### src/rtl/median_pkg.sv
// Shared types and helpers for the frame-level median scheduler.
package median_pkg;

    typedef enum logic [3:0] {
        IDLE,
        SEL,
        COPY_RD,
        COPY_WR,
        FETCH,
        WAIT,
        WRITE,
        NEXT,
        FIN
    } sched_state_t;

    localparam int unsigned KW     = 4;
    localparam int unsigned LAST_K = 8;

    // 3x3 neighbour offsets, row-major, top-left first
    localparam int DX [0:8] = '{-1, 0, 1, -1, 0, 1, -1, 0, 1};
    localparam int DY [0:8] = '{-1, -1, -1, 0, 0, 0, 1, 1, 1};

    function automatic int unsigned row_major(input int unsigned x,
                                              input int unsigned y,
                                              input int unsigned w);
        return y * w + x;
    endfunction

endpackage

### src/rtl/median_addr_gen.sv
// Raster position, neighbour index and RAM address generation for the scheduler.
// Addresses are registered from the post-edge counter values so they line up with the FSM state.
module median_addr_gen
    import median_pkg::*;
#(
    parameter int unsigned IMG_W = 16,
    parameter int unsigned IMG_H = 16,
    parameter int unsigned AW    = 8
) (
    input  logic          clk,
    input  logic          rst,
    input  logic          clr_xy,
    input  logic          next_pix,
    input  logic          clr_k,
    input  logic          inc_k,
    input  logic          fetch_next,
    output logic [KW-1:0] k,
    output logic          border_c,
    output logic          last_c,
    output logic [AW-1:0] rd_addr,
    output logic [AW-1:0] wr_addr
);

    localparam int unsigned XW = $clog2(IMG_W);
    localparam int unsigned YW = $clog2(IMG_H);

    logic [XW-1:0] x, x_n;
    logic [YW-1:0] y, y_n;
    logic [KW-1:0] k_n;

    function automatic logic [AW-1:0] pix_addr(input logic [XW-1:0] px,
                                               input logic [YW-1:0] py);
        return AW'(row_major(32'(px), 32'(py), IMG_W));
    endfunction

    // Only evaluated for interior pixels, so the signed offsets never go negative
    function automatic logic [AW-1:0] nb_addr(input logic [XW-1:0] px,
                                              input logic [YW-1:0] py,
                                              input logic [KW-1:0] pk);
        int nx;
        int ny;
        nx = int'(px) + DX[pk];
        ny = int'(py) + DY[pk];
        return AW'(row_major(unsigned'(nx), unsigned'(ny), IMG_W));
    endfunction

    always_comb begin
        x_n = x;
        y_n = y;
        k_n = k;
        if (clr_xy) begin
            x_n = '0;
            y_n = '0;
        end else if (next_pix) begin
            if (x == XW'(IMG_W - 1)) begin
                x_n = '0;
                y_n = (y == YW'(IMG_H - 1)) ? '0 : y + 1'b1;
            end else begin
                x_n = x + 1'b1;
            end
        end
        if (clr_k) begin
            k_n = '0;
        end else if (inc_k) begin
            k_n = k + 1'b1;
        end
    end

    assign border_c = (x == '0) || (y == '0) ||
                      (x == XW'(IMG_W - 1)) || (y == YW'(IMG_H - 1));
    assign last_c   = (x == XW'(IMG_W - 1)) && (y == YW'(IMG_H - 1));

    always_ff @(posedge clk or posedge rst) begin
        if (rst) begin
            x       <= '0;
            y       <= '0;
            k       <= '0;
            rd_addr <= '0;
            wr_addr <= '0;
        end else begin
            x       <= x_n;
            y       <= y_n;
            k       <= k_n;
            rd_addr <= fetch_next ? nb_addr(x_n, y_n, k_n) : pix_addr(x_n, y_n);
            wr_addr <= pix_addr(x_n, y_n);
        end
    end

endmodule

### src/rtl/median_frame_sched.sv
// Frame sequencer: copies border pixels and runs each interior 3x3 window through
// the serial median unit, writing results to the destination RAM.
module median_frame_sched
    import median_pkg::*;
#(
    parameter  int unsigned WIDTH   = 8,
    parameter  int unsigned IMG_W   = 16,
    parameter  int unsigned IMG_H   = 16,
    parameter  int unsigned TIMEOUT = 64,
    localparam int unsigned AW      = $clog2(IMG_W * IMG_H)
) (
    input  logic             CLK,
    input  logic             RST,
    input  logic             START,
    output logic             BUSY,
    output logic             DONE,
    output logic             ERR,
    output logic             RD_EN,
    output logic [AW-1:0]    RD_ADDR,
    input  logic [WIDTH-1:0] RD_DATA,
    output logic             WR_EN,
    output logic [AW-1:0]    WR_ADDR,
    output logic [WIDTH-1:0] WR_DATA,
    output logic             MED_DSI,
    output logic [WIDTH-1:0] MED_DI,
    input  logic [WIDTH-1:0] MED_DO,
    input  logic             MED_DSO
);

    localparam int unsigned TW = $clog2(TIMEOUT + 1);

    sched_state_t     state, state_n;
    logic             clr_xy, next_pix, clr_k, inc_k;
    logic             err_set, err_clr;
    logic [KW-1:0]    k;
    logic             border_c, last_c;
    logic [TW-1:0]    tmo_cnt;
    logic             copy_wr;
    logic [WIDTH-1:0] result;

    median_addr_gen #(
        .IMG_W (IMG_W),
        .IMG_H (IMG_H),
        .AW    (AW)
    ) u_addr (
        .clk        (CLK),
        .rst        (RST),
        .clr_xy     (clr_xy),
        .next_pix   (next_pix),
        .clr_k      (clr_k),
        .inc_k      (inc_k),
        .fetch_next (state_n == FETCH),
        .k          (k),
        .border_c   (border_c),
        .last_c     (last_c),
        .rd_addr    (RD_ADDR),
        .wr_addr    (WR_ADDR)
    );

    always_ff @(posedge CLK or posedge RST) begin
        if (RST) begin
            state <= IDLE;
        end else begin
            state <= state_n;
        end
    end

    always_comb begin
        state_n  = state;
        clr_xy   = 1'b0;
        next_pix = 1'b0;
        clr_k    = 1'b0;
        inc_k    = 1'b0;
        err_set  = 1'b0;
        err_clr  = 1'b0;
        case (state)
            IDLE: begin
                if (START) begin
                    state_n = SEL;
                    clr_xy  = 1'b1;
                    err_clr = 1'b1;
                end
            end
            SEL: begin
                if (border_c) begin
                    state_n = COPY_RD;
                end else begin
                    state_n = FETCH;
                    clr_k   = 1'b1;
                end
            end
            COPY_RD: state_n = COPY_WR;
            COPY_WR: state_n = NEXT;
            FETCH: begin
                if (k == KW'(LAST_K)) begin
                    state_n = WAIT;
                end else begin
                    inc_k = 1'b1;
                end
            end
            // A DSO in the first WAIT cycle (still carrying the 9th sample) is accepted
            WAIT: begin
                if (MED_DSO) begin
                    state_n = WRITE;
                end else if (tmo_cnt == TW'(TIMEOUT - 1)) begin
                    state_n = FIN;
                    err_set = 1'b1;
                end
            end
            WRITE: state_n = NEXT;
            NEXT: begin
                next_pix = 1'b1;
                state_n  = last_c ? FIN : SEL;
            end
            FIN:     state_n = IDLE;
            default: state_n = IDLE;
        endcase
    end

    // Control outputs decoded from the next state so they are valid in the state's own cycle
    always_ff @(posedge CLK or posedge RST) begin
        if (RST) begin
            BUSY    <= 1'b0;
            DONE    <= 1'b0;
            ERR     <= 1'b0;
            RD_EN   <= 1'b0;
            WR_EN   <= 1'b0;
            MED_DSI <= 1'b0;
            copy_wr <= 1'b0;
            tmo_cnt <= '0;
            result  <= '0;
        end else begin
            BUSY    <= (state_n != IDLE) && (state_n != FIN);
            DONE    <= (state_n == FIN);
            RD_EN   <= (state_n == COPY_RD) || (state_n == FETCH);
            WR_EN   <= (state_n == COPY_WR) || (state_n == WRITE);
            MED_DSI <= (state == FETCH);
            copy_wr <= (state_n == COPY_WR);
            tmo_cnt <= (state == WAIT) ? tmo_cnt + 1'b1 : '0;
            if (err_clr) begin
                ERR <= 1'b0;
            end else if (err_set) begin
                ERR <= 1'b1;
            end
            if ((state == WAIT) && MED_DSO) begin
                result <= MED_DO;
            end
        end
    end

    // RAM read data arrives the cycle after RD_EN, so it is forwarded without another stage
    assign MED_DI  = MED_DSI ? RD_DATA : '0;
    assign WR_DATA = !WR_EN ? '0 : (copy_wr ? RD_DATA : result);

endmodule

### config.mk
export PLATFORM = sky130hd
export DESIGN_NAME = median_frame_sched
export DESIGN_NICKNAME = d
export VERILOG_FILES = /design/src/rtl/median_pkg.sv /design/src/rtl/median_addr_gen.sv /design/src/rtl/median_frame_sched.sv
export SDC_FILE = /design/constraint.sdc
export NUM_CORES = 1
export LEC_CHECK = 0
export ABC_AREA = 1
export BUFFER_PORTS_ARGS = -buffer_cell sky130_fd_sc_hd__buf_2
export CORE_ASPECT_RATIO = 1.5
export CORE_MARGIN = 5
export CORE_UTILIZATION = 24
export CTS_CLUSTER_SIZE = 30
export DETAILED_ROUTE_END_ITERATION = 7
export PLACE_DENSITY = 0.51
export REMOVE_ABC_BUFFERS = 1
export SYNTH_ARGS = -nofsm -noshare
export SYNTH_HDL_FRONTEND = slang
export SYNTH_HIERARCHICAL = 1
export SYNTH_SLANG_ARGS = --single-unit
### constraint.sdc
create_clock -name CLK -period 4 [get_ports CLK]
set_clock_uncertainty 0.15 [all_clocks]
set_input_delay 0.4 -clock CLK [delete_from_list [all_inputs] [get_ports CLK]]
set_output_delay 0.4 -clock CLK [all_outputs]
set_load 0.01 [all_outputs]
; Word level (Yosys, flattened, before mapping)
; Memories as Yosys holds them, arrays and structs flattened.
; Cells that the tools add are included.
[word_totals]
reg_bits = 54
romBits = 1024
inputBits = 20
output_inout_bits = 38
wordCells = 95
mem_count = 2
[classes]
add_sub_neg = 8
magnitude_cmp = 1
n_eq_ne = 17
mux = 37
n_bitwise = 1
reduce_logical = 14
[mem_list]
columns = name, words, width, read_ports, rd_clocked_by_memory_dff, write_ports, line_no
row1 = (name not given), 16, 32, 1, 0, 0, median_addr_gen.sv:42  ; nx = int'(px) + DX[pk];
row2 = (name not given), 16, 32, 1, 0, 0, median_addr_gen.sv:43  ; ny = int'(py) + DY[pk];
[op_table]
columns = cell, count
row1 = $mux 4, 16
row2 = $mux 8, 6
row3 = $pmux 4 s7, 1
row4 = $eq 4x3->1 const B, 6
row5 = $eq 4x2->1 const B, 4
row6 = $eq 4x4->1 const B, 4
row7 = $add 4x1->4 const B, 3
row8 = $logic_not 4->1, 3
row9 = $mux 1, 12
row10 = $add 5x8->8, 1
row11 = $add 8x4->8, 1
row12 = $add 8x8->8, 1
row13 = $add 7x1->7 const B, 1
row14 = $eq 7x6->1 const B, 1
row15 = $mux 7, 1
row16 = $ge 5x5->1 const B, 1
row17 = $logic_or 1x1->1, 5
row18 = $not 4->5, 1
row19 = $add 4x4->4, 1
row20 = $eq 4x1->1 const B, 1
row21 = $ne 4x4->1 const B, 1
row22 = $reduce_bool 4->1, 1
row23 = $logic_and 1x1->1, 3
row24 = $mux 3, 1
row25 = other kinds (2), 2

; Logic depth before layout (Yosys ltp)
[depth]
word_depth = 14
ltp_mapped = 27
ltp_nobuf = 27

; By module
; The synthesis kept the hierarchy.
[by_module_without_submodules]
columns = module, instances, cells_each, area_per_inst_um2, seq_area_each_um2
row1 = median_addr_gen, 1, 201, 1536.5, 500.5
row2 = median_frame_sched, 1, 176, 1380.1, 650.6

; Least setup slack after synthesis
; No wires, ideal clock.
[synth_path]
path_kind = register to register
startpoint = register state[1]
endpoint = register u_addr.rd_addr[7]
setup_ns = 0.117
arrival_ns = 3.434
required_ns = 3.733
setup_slack_ns = 0.299
stages_incl_launch_ff = 20
n_path_buf = 0
period_less_slack_ns = 3.701
path_cell_list = dfrtp_1 -> inv_2 -> nand2_2 -> nor3_1 -> nor2_1 -> nor3_1 -> ha_1 -> inv_1 -> nand2_2 -> o211ai_1 -> ha_1 -> fa_1 -> xor2_1 -> ha_1 -> a21oi_1 -> o31ai_1 -> a21oi_1 -> nand3_1 -> nand3_1 -> nand2_1
[synth_between]
elab_chain_cells = 11
elab_cells_between_ends = 37
cone_classes = add/sub (4) / eq/ne (8) / mux (20) / bitwise (1) / reduce/logical (2) / memory (2)
[synth_rtl]
columns = element, line_no
row1 = from (decl), median_frame_sched.sv:32  ; sched_state_t state, state_n;
row2 = from (signal assigned), median_frame_sched.sv:64  ; state <= state_n;
row3 = $eq 4x3->1 *, median_frame_sched.sv:76  ; case (state)
row4 = $mux 1 *, median_frame_sched.sv:76
row5 = via inc_k, median_frame_sched.sv:33  ; logic clr_xy, next_pix, clr_k, inc_k;
row6 = $mux 4 *, median_addr_gen.sv:64  ; end else if (inc_k) begin
row7 = $mux 4 *, median_addr_gen.sv:62  ; if (clr_k) begin
row8 = via u_addr.k_n[1], median_addr_gen.sv:29  ; logic [KW-1:0] k_n;
row9 = $not 4->5 (implied by the code) *, "median_addr_gen.sv:42, median_addr_gen.sv:43"
row10 = $mem_v2 16x32 (on tied branches), --
row11 = $mux 8 (implied by the code) / $mux 4 (equally long branches) (2 in series), "median_addr_gen.sv:42, median_addr_gen.sv:43"
row12 = $add 5x8->8 / $add 4x4->4 (equally long branches), "median_addr_gen.sv:42, median_addr_gen.sv:43"
row13 = $add 8x8->8 *, median_pkg.sv:26  ; return y * w + x;
row14 = $mux 8 *, median_addr_gen.sv:84  ; rd_addr <= fetch_next ? nb_addr(x_n, y_n, k_n) : pix_addr(x_n, y_n);
row15 = to (signal assigned), median_addr_gen.sv:84
row16 = to (decl), median_addr_gen.sv:20  ; output logic [AW-1:0] rd_addr,
; Mark *: on every way through the listed nets, which the timed path passes. The rest lies on a longest branch. The select of a mux whose other input is x is not followed.
; A chain may end at the register's enable or synchronous reset.

; Worst setup path in the final report
[layout_path]
startpoint = register u_addr.x[0]
endpoint = register u_addr.rd_addr[7]
[layout_between]
elab_chain_cells = 14
elab_cells_between_ends = 32
cone_classes = add/sub (5) / eq/ne (2) / mux (17) / bitwise (1) / reduce/logical (5) / memory (2)
[layout_rtl]
columns = element, line_no
row1 = from (decl), median_addr_gen.sv:27  ; logic [XW-1:0] x, x_n;
row2 = from (signal assigned), median_addr_gen.sv:81  ; x <= x_n;
row3 = $logic_not 4->1, median_addr_gen.sv:69  ; assign border_c = (x == '0) || (y == '0) ||
row4 = $logic_or 1x1->1, median_addr_gen.sv:69
row5 = $logic_or 1x1->1 *, median_addr_gen.sv:69
row6 = $logic_or 1x1->1 *, median_addr_gen.sv:70  ; (x == XW'(IMG_W - 1)) || (y == YW'(IMG_H - 1));
row7 = via border_c, median_frame_sched.sv:36  ; logic border_c, last_c;
row8 = $mux 1 *, median_frame_sched.sv:85  ; if (border_c) begin
row9 = $mux 1 *, median_frame_sched.sv:76
row10 = via clr_k, median_frame_sched.sv:33
row11 = $mux 4 *, median_addr_gen.sv:62
row12 = via u_addr.k_n[0], median_addr_gen.sv:29
row13 = $not 4->5 (implied by the code) *, "median_addr_gen.sv:42, median_addr_gen.sv:43"
row14 = $mem_v2 16x32 (on tied branches), --
row15 = $mux 8 (implied by the code) / $mux 4 (equally long branches) (2 in series), "median_addr_gen.sv:42, median_addr_gen.sv:43"
row16 = $add 5x8->8 / $add 4x4->4 (equally long branches), "median_addr_gen.sv:42, median_addr_gen.sv:43"
row17 = $add 8x8->8 *, median_pkg.sv:26
row18 = $mux 8 *, median_addr_gen.sv:84
; Marks and branches as above.

==> results.md <==
Critical path:
- In this run the worst path has a maximum fanout of 5.
- The type of element capturing the critical path is a flop.
- The startpoint of the worst setup timing path is u_addr/x[0].
- Data on the critical path is required at its endpoint by 4030 ps.
- The sort of element at the start of the critical path is a flop.
- The critical setup path kind is reg -> reg.
- The startpoint identified for the worst register-to-register timing path is u_addr/x[0].
- STA puts the critical path data arrival time at 3790 ps.

Yosys:
- The count of flip-flops with a built-in enable after synthesis is 0.
- Sequential cells were found to cover 39.5% of the synthesized design area.
- The register bit count reported by yosys is 46.
- The proportion of synthesized flip-flops having asynchronous set or reset is 100%.
- The synthesized netlist contains 31 unique library cells.
- Sorting the synthesized cells by area gives the leading types as dfrtp_1, nand2_1, ha_1.
- The cell taking the most area after synthesis is dfrtp_1.
- The area share of the largest cell type after synthesis is 39.5%.
- The average size of a mapped cell is 7.74 um^2.
- Yosys printed 6 warnings.
- Sorting the synthesized cells by how often they occur yields nand2_1, inv_1, dfrtp_1, nor2_1, o21ai_0.
- The predominant post-synthesis flop cell is dfrtp_1.
- After synthesis the cells add up to 2920 um^2.
- The most used standard cell by instance count after synthesis is nand2_1.
- The count of mapped cells out of synthesis is 377.

Final layout:
- For this run, the share of the core covered by cells in the final layout is 30.5%.
- The filler cells instantiated in the layout total 1,282.
- In the final layout, the share of cells above drive strength 1 is 27.6%.
- The final design instance area without fill is 3650 um^2.
- The sequential cell area is 1150 um^2.
- The final layout contains 489 nets.
- The antenna cell count is 0.
- The area of the multi-input gates is 1530 um^2.
- The area overhead of the layout relative to synthesis is 25.2%.
- The post-layout instance count excluding filler cells is 602.

Clock tree:
- In this run the deepest clock path goes through 2 buffers.
- Clock tree synthesis inserted a total of 5 buffers.
- The total number of clock tree sinks is 46.
- The clock tree root driver cell is clkbuf_16.
- Clock-pin slew was measured on the worst setup and hold paths at 70 ps.
- For the worst-skew pair, the clock arrives at the later sink with an insertion delay of 290 ps.
- TritonCTS built the clock tree.
- The H-tree was split into 2 levels.

Job:
- The tool flagged a number of max-cap violations equal to 0.

Route:
- The number of vias per cell after detailed routing is 4.28.
- The number of search-and-repair iterations in the first detailed-routing pass is 4.
- In this run the remaining antenna-violating nets after routing total 0.
- For this block, the initial DRC count from the detailed router was 76.
- The average wire per standard cell is 11.7 um.
- After detailed routing, the total wire length is 7060 um.
- Detailed routing inserted a total of 2,575 vias.
- The detailed-route DRC error count is 0.

Global route:
- The first-pass GRT wire length is 11,700 um.
- The all-layer global routing usage is 9.81%.
- The via count of the first global-routing pass is 2,542.
- The number of antenna violations at the first check in global routing is 0.
- Entering global routing, the biggest net connects 27 pins.
- The total overflow left after global routing is 0.

Timing:
- The total of endpoints with negative setup slack in the final report is 0.
- The worst path uses 93.8% of the clock period.
- The count of final max-slew check failures is 0.
- Setup slack on the critical path of the routed design comes to 249 ps.
- The worst path needs 3750 ps of the cycle, external delays included.
- For the pin with the worst max-slew slack, the measured transition is 975 ps.
- Measured against its own limit, the worst slew margin works out to 35.0%.
- Static timing analysis puts the maximum clock frequency at 0.267 GHz.
- Adding up every negative setup slack in the final design gives 0 ps.
- The final number of hold-violating endpoints came to 0.
- Across all hold checks on the routed design, the worst slack comes to 104 ps.

Placement:
- The congestion estimate from routability-driven global placement came to 0.825.
- The cell total after placement is 586.
- Detailed placement finished with a half-perimeter wire length of 5570 um.
- The post-place setup slack is 19.7 ps.
- The number of buffer cells added on primary ports is 57.
- The placed standard-cell area is 3390 um^2.

Die:
- The starting density of the core is 24.4%.
- For this design the top-level I/O count stands at 58.
- In this run the core area contains 49 standard-cell rows.
- The die is 145 um tall.
- The die area is 14,500 um^2.
- The die is 100 um wide.
- The area of the core region is 12,000 um^2.

Power and ir drop:
- Total power for the finished layout comes to 3.04 mW.
- For this design the total switching power over the nets is 1.45 mW.
- For this design the ratio of total power to cell area is 832 nW/um^2.
- The peak supply drop is 359 uV.
- In this run the static leakage power is 2.01 nW.
- Net switching is 47.8% of the power.
- The clock power share is 14.8%.
- The cell-internal power is 1.59 mW.
- The part of the power in combinational logic is 60.7%.
- The share of total power dissipated in sequential elements is 24.5%.

Outcome:
- The flow ran to the end, and the final reports show no timing, DRC or antenna violations.

Worst hold path:
- The kind of path behind the tightest hold check is in -> async.
-- layout make-up --
| cell class | count | share of cell area [%] |
|---|---|---|
| Timing Repair Buffer | 68 | 10.1 |
| Clock inverter | 1 | 0.240 |
| Inverter | 66 | 6.85 |
| Sequential cell | 46 | 31.6 |
| Tap cell | 153 | 5.24 |
| Clock buffer | 7 | 4.18 |
| Multi-Input combinational cell | 261 | 41.9 |
-- power groups by stage --
stage / clock [mW] / combinational, mW / sequential (mW)
after detailed placement: 0 / 1.74 / 0.752
after floorplan: 0 / 1.26 / 0.757
after global routing: 0.483 / 2.09 / 0.767
after global placement: 0 / 1.73 / 0.747
final: 0.449 / 1.85 / 0.745
after CTS: 0.465 / 1.75 / 0.744
-- what timing repair did --
item,CTS,global route
endpoints found under the setup margin,0,3
hold buffers,0,0
buffers inserted,0,8
resized for setup,0,12
-- metal layers --
metal / routed length [um] / GRT usage [%]
met5: 0 / 0
met4: 235 / 5.06
met3: 413 / 1.97
met2: 3530 / 17.3
met1: 2880 / 10.9
-- cells in the final DEF, fill, tap and decap left out, types with 11 or more instances in the layout --
master   synthesis  final
a21oi_1         21     20
buf_2            0     57
buf_4            0     11
dfrtp_1         46     45
ha_1            19     17
inv_1           61     59
nand2_1         84     83
nand2_2         17     18
nand3_1         18     17
nor2_1          29     28
o21ai_0         24     24
-- worst paths after layout --
kind | to | slack [ps] | cells after the start
worst min-delay path | u_addr/k[3] | 100 | 2
worst min register to register | tmo_cnt[0] | 320 | 1
min in group CLK | result[4] | 160 | 3
max in group asynchronous | tmo_cnt[3] | 2910 | 2
worst max register to register | u_addr/rd_addr[7] | 250 | 22
worst max-delay path | u_addr/rd_addr[7] | 250 | 22
-- cells by family (layout without fill, tap and decap cells) --
group | Yosys count | in the layout | synth area share, %
simple gates | 178 | 178 | 29.4
buf+inv | 70 | 142 | 9.35
compound gates | 59 | 59 | 11.3
flops | 46 | 46 | 39.5
fa+ha+maj | 21 | 21 | 9.52
xor+xnor | 3 | 3 | 0.901
-- sequential cells by signal (all words and copies together) (netlist names), 2 cells and up --
register	flops
result	8
state	4
tmo_cnt	7
u_addr/k	4
u_addr/rd_addr	8
u_addr/wr_addr	2
u_addr/x	3
u_addr/y	3
-- worst max-delay path: stages (launching register included) --
cell      delay (ps)
dfrtp_2          440
ha_1             230
nand3_1          110
nand4_1          120
nand3b_1         200
inv_1            120
inv_2             50
nand2_2           80
nor2_4            50
ha_1             190
inv_1             60
nand2_2           70
o211ai_1         130
ha_2             250
fa_1             420
ha_1             340
inv_1             70
o31ai_1          260
a21oi_1           90
inv_1             60
nand2_1           50
nand3_1           60
nand2_1           50
Note: power is estimated with default switching activity, not from simulation.
